$ cat config.mk
export PLATFORM = sky130hd
export DESIGN_NAME = ura_hazard_scoreboard
export DESIGN_NICKNAME = d
export VERILOG_FILES = /design/src/rtl/ura_hazard_scoreboard.sv
export SDC_FILE = /design/constraint.sdc
export NUM_CORES = 1
export LEC_CHECK = 0
export CAP_MARGIN = 10
export CORE_MARGIN = 1.5
export CORE_UTILIZATION = 45
export DETAILED_ROUTE_END_ITERATION = 16
export PLACE_DENSITY_LB_ADDON = 0.3
export SLEW_MARGIN = 20
export SYNTH_ARGS = -nofsm -noshare
export SYNTH_HDL_FRONTEND = slang
export SYNTH_SLANG_ARGS = --single-unit
$ cat constraint.sdc
create_clock -name clk -period 2.2 [get_ports clk]
set_input_delay 0.33 -clock clk [delete_from_list [all_inputs] [get_ports clk]]
set_output_delay 0.33 -clock clk [all_outputs]
set_load 0.1 [all_outputs]
$ cat src/rtl/ura_hazard_scoreboard.sv
// Tracks in-flight destination URAs in E/M/W and resolves D-stage source
// hazards into a stall request and per-source forwarding selects.
module ura_hazard_scoreboard #(
   parameter int unsigned URA_W  = 7,
   parameter int unsigned TIME_W = 2
) (
   input  logic              clk,
   input  logic              reset,
   input  logic              flush,
   input  logic              d_valid,
   input  logic [URA_W-1:0]  d_ura_dst,
   input  logic [TIME_W-1:0] d_tnew,
   input  logic [URA_W-1:0]  d_ura_src1,
   input  logic [TIME_W-1:0] d_tuse1,
   input  logic [URA_W-1:0]  d_ura_src2,
   input  logic [TIME_W-1:0] d_tuse2,
   output logic              stall,
   output logic [1:0]        fwd_sel1,
   output logic [1:0]        fwd_sel2,
   output logic [URA_W-1:0]  e_ura,
   output logic [URA_W-1:0]  m_ura,
   output logic [URA_W-1:0]  w_ura
);

   localparam int unsigned N_STG = 3;

   // index 0 = E, 1 = M, 2 = W
   logic              r_valid [N_STG];
   logic [URA_W-1:0]  r_ura   [N_STG];
   logic [TIME_W-1:0] r_tnew  [N_STG];

   logic [N_STG-1:0]  w_hit1;
   logic [N_STG-1:0]  w_hit2;
   logic              w_haz1;
   logic              w_haz2;
   logic [1:0]        w_sel1;
   logic [1:0]        w_sel2;
   logic              w_stall;

   // source match against every valid in-flight entry; URA 0 never matches
   always_comb begin
      w_hit1 = '0;
      w_hit2 = '0;
      for (int i = 0; i < N_STG; i++) begin
         w_hit1[i] = r_valid[i] && (r_ura[i] == d_ura_src1) && (d_ura_src1 != '0);
         w_hit2[i] = r_valid[i] && (r_ura[i] == d_ura_src2) && (d_ura_src2 != '0);
      end
   end

   // walk oldest to youngest so the youngest match overrides (shadowing)
   always_comb begin
      w_haz1 = 1'b0;
      w_haz2 = 1'b0;
      w_sel1 = 2'd0;
      w_sel2 = 2'd0;
      for (int i = N_STG - 1; i >= 0; i--) begin
         if (w_hit1[i]) begin
            w_haz1 = (r_tnew[i] > d_tuse1);
            w_sel1 = (r_tnew[i] == '0) ? 2'(i + 1) : 2'd0;
         end
         if (w_hit2[i]) begin
            w_haz2 = (r_tnew[i] > d_tuse2);
            w_sel2 = (r_tnew[i] == '0) ? 2'(i + 1) : 2'd0;
         end
      end
      w_stall = d_valid && (w_haz1 || w_haz2);
   end

   always_ff @(posedge clk) begin
      if (reset || flush) begin
         for (int i = 0; i < N_STG; i++) begin
            r_valid[i] <= 1'b0;
            r_ura[i]   <= '0;
            r_tnew[i]  <= '0;
         end
      end else begin
         for (int i = 1; i < N_STG; i++) begin
            r_valid[i] <= r_valid[i-1];
            r_ura[i]   <= r_ura[i-1];
            r_tnew[i]  <= (r_tnew[i-1] == '0) ? '0 : r_tnew[i-1] - TIME_W'(1);
         end
         // a stalled D slot enters E as a bubble
         if (w_stall) begin
            r_valid[0] <= 1'b0;
            r_ura[0]   <= '0;
            r_tnew[0]  <= '0;
         end else begin
            r_valid[0] <= d_valid && (d_ura_dst != '0);
            r_ura[0]   <= d_ura_dst;
            r_tnew[0]  <= d_tnew;
         end
      end
   end

   assign stall    = w_stall;
   assign fwd_sel1 = w_sel1;
   assign fwd_sel2 = w_sel2;
   assign e_ura    = r_valid[0] ? r_ura[0] : '0;
   assign m_ura    = r_valid[1] ? r_ura[1] : '0;
   assign w_ura    = r_valid[2] ? r_ura[2] : '0;

endmodule

==> results of run 1 <==
-- timing repair --
| item | CTS | global route |
|---|---|---|
| setup buffers | 8 | 12 |
| setup endpoints to repair | 15 | 15 |
| hold buffers | 0 | 0 |
| pin swaps | 33 | 21 |
| resized for setup | 74 | 15 |
| cloned | 0 | 0 |
-- through the flow --
step / power [W] / cells / TNS [ns] / setup slack, ns / hold WS (ns)
6_report: 0.00176 / 448 / -4.66 / -0.654 / 0.576
5_1_grt: 0.00181 / 448 / -5.36 / -0.712 / 0.599
4_1_cts: 0.00170 / 436 / -3.44 / -0.499 / 0.568
3_5_place_dp: 0.00120 / 421 / -10.97 / -0.795 / 0.558
3_3_place_gp: 0.00118 / 421 / -10.14 / -0.728 / 0.555
2_1_floorplan: 0.000972 / 242 / -0.869 / -0.317 / 0.521
-- cells by family after synthesis --
group           Yosys count  synth area share [%]
buf+inv                  10                  1.65
mux                       2                 0.989
compound gates           13                  5.50
xor+xnor                 42                  16.2
flops                    30                  39.6
fa+ha+maj                14                  7.69
other cells               1                 0.165
simple gates            101                  28.3
-- power breakdown --
part	internal (W)	switching, W	leakage, nW	total (W)
logic	0.000258	0.000319	1.34	0.000577
clock network	0.000222	0.000257	0.0441	0.000480
registers	0.000664	0.0000355	0.308	0.000699
-- sequential cells by signal, indices dropped and copies added (netlist names) --
register	cells
r_ura	21
r_tnew	6
r_valid	3
-- area by class of cell --
class | count | area, um^2 | area share (%)
sequential | 30 | 901 | 22.7
clock buffer | 5 | 68.8 | 1.73
clock inverter | 3 | 21.3 | 0.536
multi-input combinational | 202 | 1720 | 43.3
tap | 67 | 83.8 | 2.11
inverter | 8 | 33.8 | 0.851
timing repair buffer | 133 | 1140 | 28.8
-- path summary, 6_finish.rpt --
kind / end / depth (start not counted) / startpoint / slack, ns
max: fwd_sel2[0] / 6 / r_ura[0][2] / -0.65
min: r_tnew[0][4] / 1 / r_tnew[0][2] / 0.58
max reg2reg: r_ura[0][3] / 7 / r_ura[0][2] / -0.24
min reg2reg: r_tnew[0][4] / 1 / r_tnew[0][2] / 0.58
-- placed cells by master (no fill, tap or decap), types with 2 or more instances in the layout --
master and instances:
a21oi_2 2, and2_1 37, and3_1 9, buf_12 5, buf_2 5, buf_4 87
buf_6 11, clkbuf_8 5, clkdlybuf4s50_1 14, clkinvlp_4 2, conb_1 30, dlygate4sd2_1 9
edfxtp_1 30, ha_1 11, ha_4 3, inv_1 5, inv_2 2, mux2_4 2
nand2_1 12, nand4_1 10, nor2_4 2, nor2b_1 4, nor2b_4 2, nor3_4 2
nor4_1 5, nor4_4 6, o21ai_0 2, o21ai_1 4, o311ai_4 2, or3_4 2
or4_4 6, xnor2_1 32, xnor2_2 10
-- worst max-delay path, cell delays in order, from the launching register on --
cell and delay (ns):
edfxtp_1 0.48, xnor2_1 0.27, nand4_1 0.24, or4_4 0.61, buf_6 0.14, mux2_4 0.31
buf_12 0.17
-- layer usage --
metal  routed length, um  global-route usage [%]  vias up
met2                4060                    47.4      100
met3                 376                    5.01       26
met4                 229                    10.5        0
li1                    -                       -     1076
met5                   0                       0        -
met1                3500                    36.7     1135
==> out/results.txt, run 1 <==
Status -> complete, but fails checks
Violated checks -> setup timing
Die outline height -> 74.1 um
Deepest clock path buffer count -> 2
Post-synth top cells -> xnor2_1 (42), and2_1 (37), edfxtp_1 (30)
Setup crit end kind -> output pin
RSZ-0062 raised after global routing -> true
Die area -> 5500 um^2
# diodes -> 0
Fin crit share -> 130%
Core Util, Final -> 82.9%
Pleak -> 1.69 nW
Layout area overhead -> 74.2%
Final #Nets -> 425
FF+latch count, synth -> 30
Most area-consuming cells after synthesis -> edfxtp_1 (40%), xnor2_1 (16%), and2_1 (10%)
Synth Flop Type -> edfxtp_1
DRC -> 0
Detailed Route WL -> 8170 um
Cell taking the most area after synthesis -> edfxtp_1
Peak VDD IR -> 0.000351 V
Post-synth EDFFs -> 30
Num CTS Buffers -> 5
Crit-path max FO -> 4
Filler cells -> 269
Yosys top cell area share -> 39.6%
Worst-path clk slew -> 0.07 ns
TritonCTS Sinks -> 30
Antenna violations before repair -> 0
Worst EP required -> 1.87 ns
Hold Path Class -> flip-flop to flip-flop
Root buf cell -> clkbuf_8
# setup viols final -> 15
Slew Viols, Final -> 0
Remaining global-route overflow -> 0
Max Cap Viol -> 0
Highest Clock Rate -> 350 MHz
Final Hold Viols -> 0
Placed cell area -> 3490 um^2
Register area share after synthesis -> 39.6%
Avg WL per Cell -> 18.2 um
Cells after Synth -> 213
CTS tree -> built
Arr. time, crit path -> 2.52 ns
Vias in the first global route -> 2315
Buffers on Ports -> 56
Post-detailed-route count of antenna-violating nets -> 0
Pwr Density -> 443 nW/um^2
Vias per cell -> 5.22
Via Count -> 2337
Async S/R FF share, synth -> 0%
Dpl hpwl -> 5240 um
H-tree depth -> 2
Gp weighted congestion -> 0.962
Count leader, synth -> xnor2_1
Post-route setup slack -> -0.654 ns
Min Tclk post-route -> 2.85 ns
Layout cells sized above 1 -> 42.3%
Initial Utilization -> 47.6%
IO Pins -> 57
1st-iter DRT viols -> 210
Gr usage total -> 28.4%
Core area -> 4790 um^2
# rows -> 25
CP startpoint kind -> flip-flop
Initial DRT Pass Iterations -> 4
Worst clock skew -> 0.00955 ns
Critical setup path kind -> flip-flop to output pin
Synth cell types -> 30
First-pass GRT wire length -> 11400 um
Die Span X -> 74.1 um
Ys Warns -> 0
Largest net degree at the start of global routing -> 27
Final instance area -> 3970 um^2
Syn_area_per_cell -> 10.7 um^2
Clock Latency Late Sink -> 0.30 ns
Post-Syn Area -> 2280 um^2
Power figures use the tool's default switching activity.
==> inputs of run 2 (changes only) <==
--- a/config.mk
+++ b/config.mk
@@ -10,7 +10,6 @@
 export CORE_UTILIZATION = 45
 export DETAILED_ROUTE_END_ITERATION = 16
 export PLACE_DENSITY_LB_ADDON = 0.3
-export SLEW_MARGIN = 20
 export SYNTH_ARGS = -nofsm -noshare
 export SYNTH_HDL_FRONTEND = slang
 export SYNTH_SLANG_ARGS = --single-unit
==> results of run 2 <==
Same layout as run 1: the final DEF is identical, and so are final timing and power.
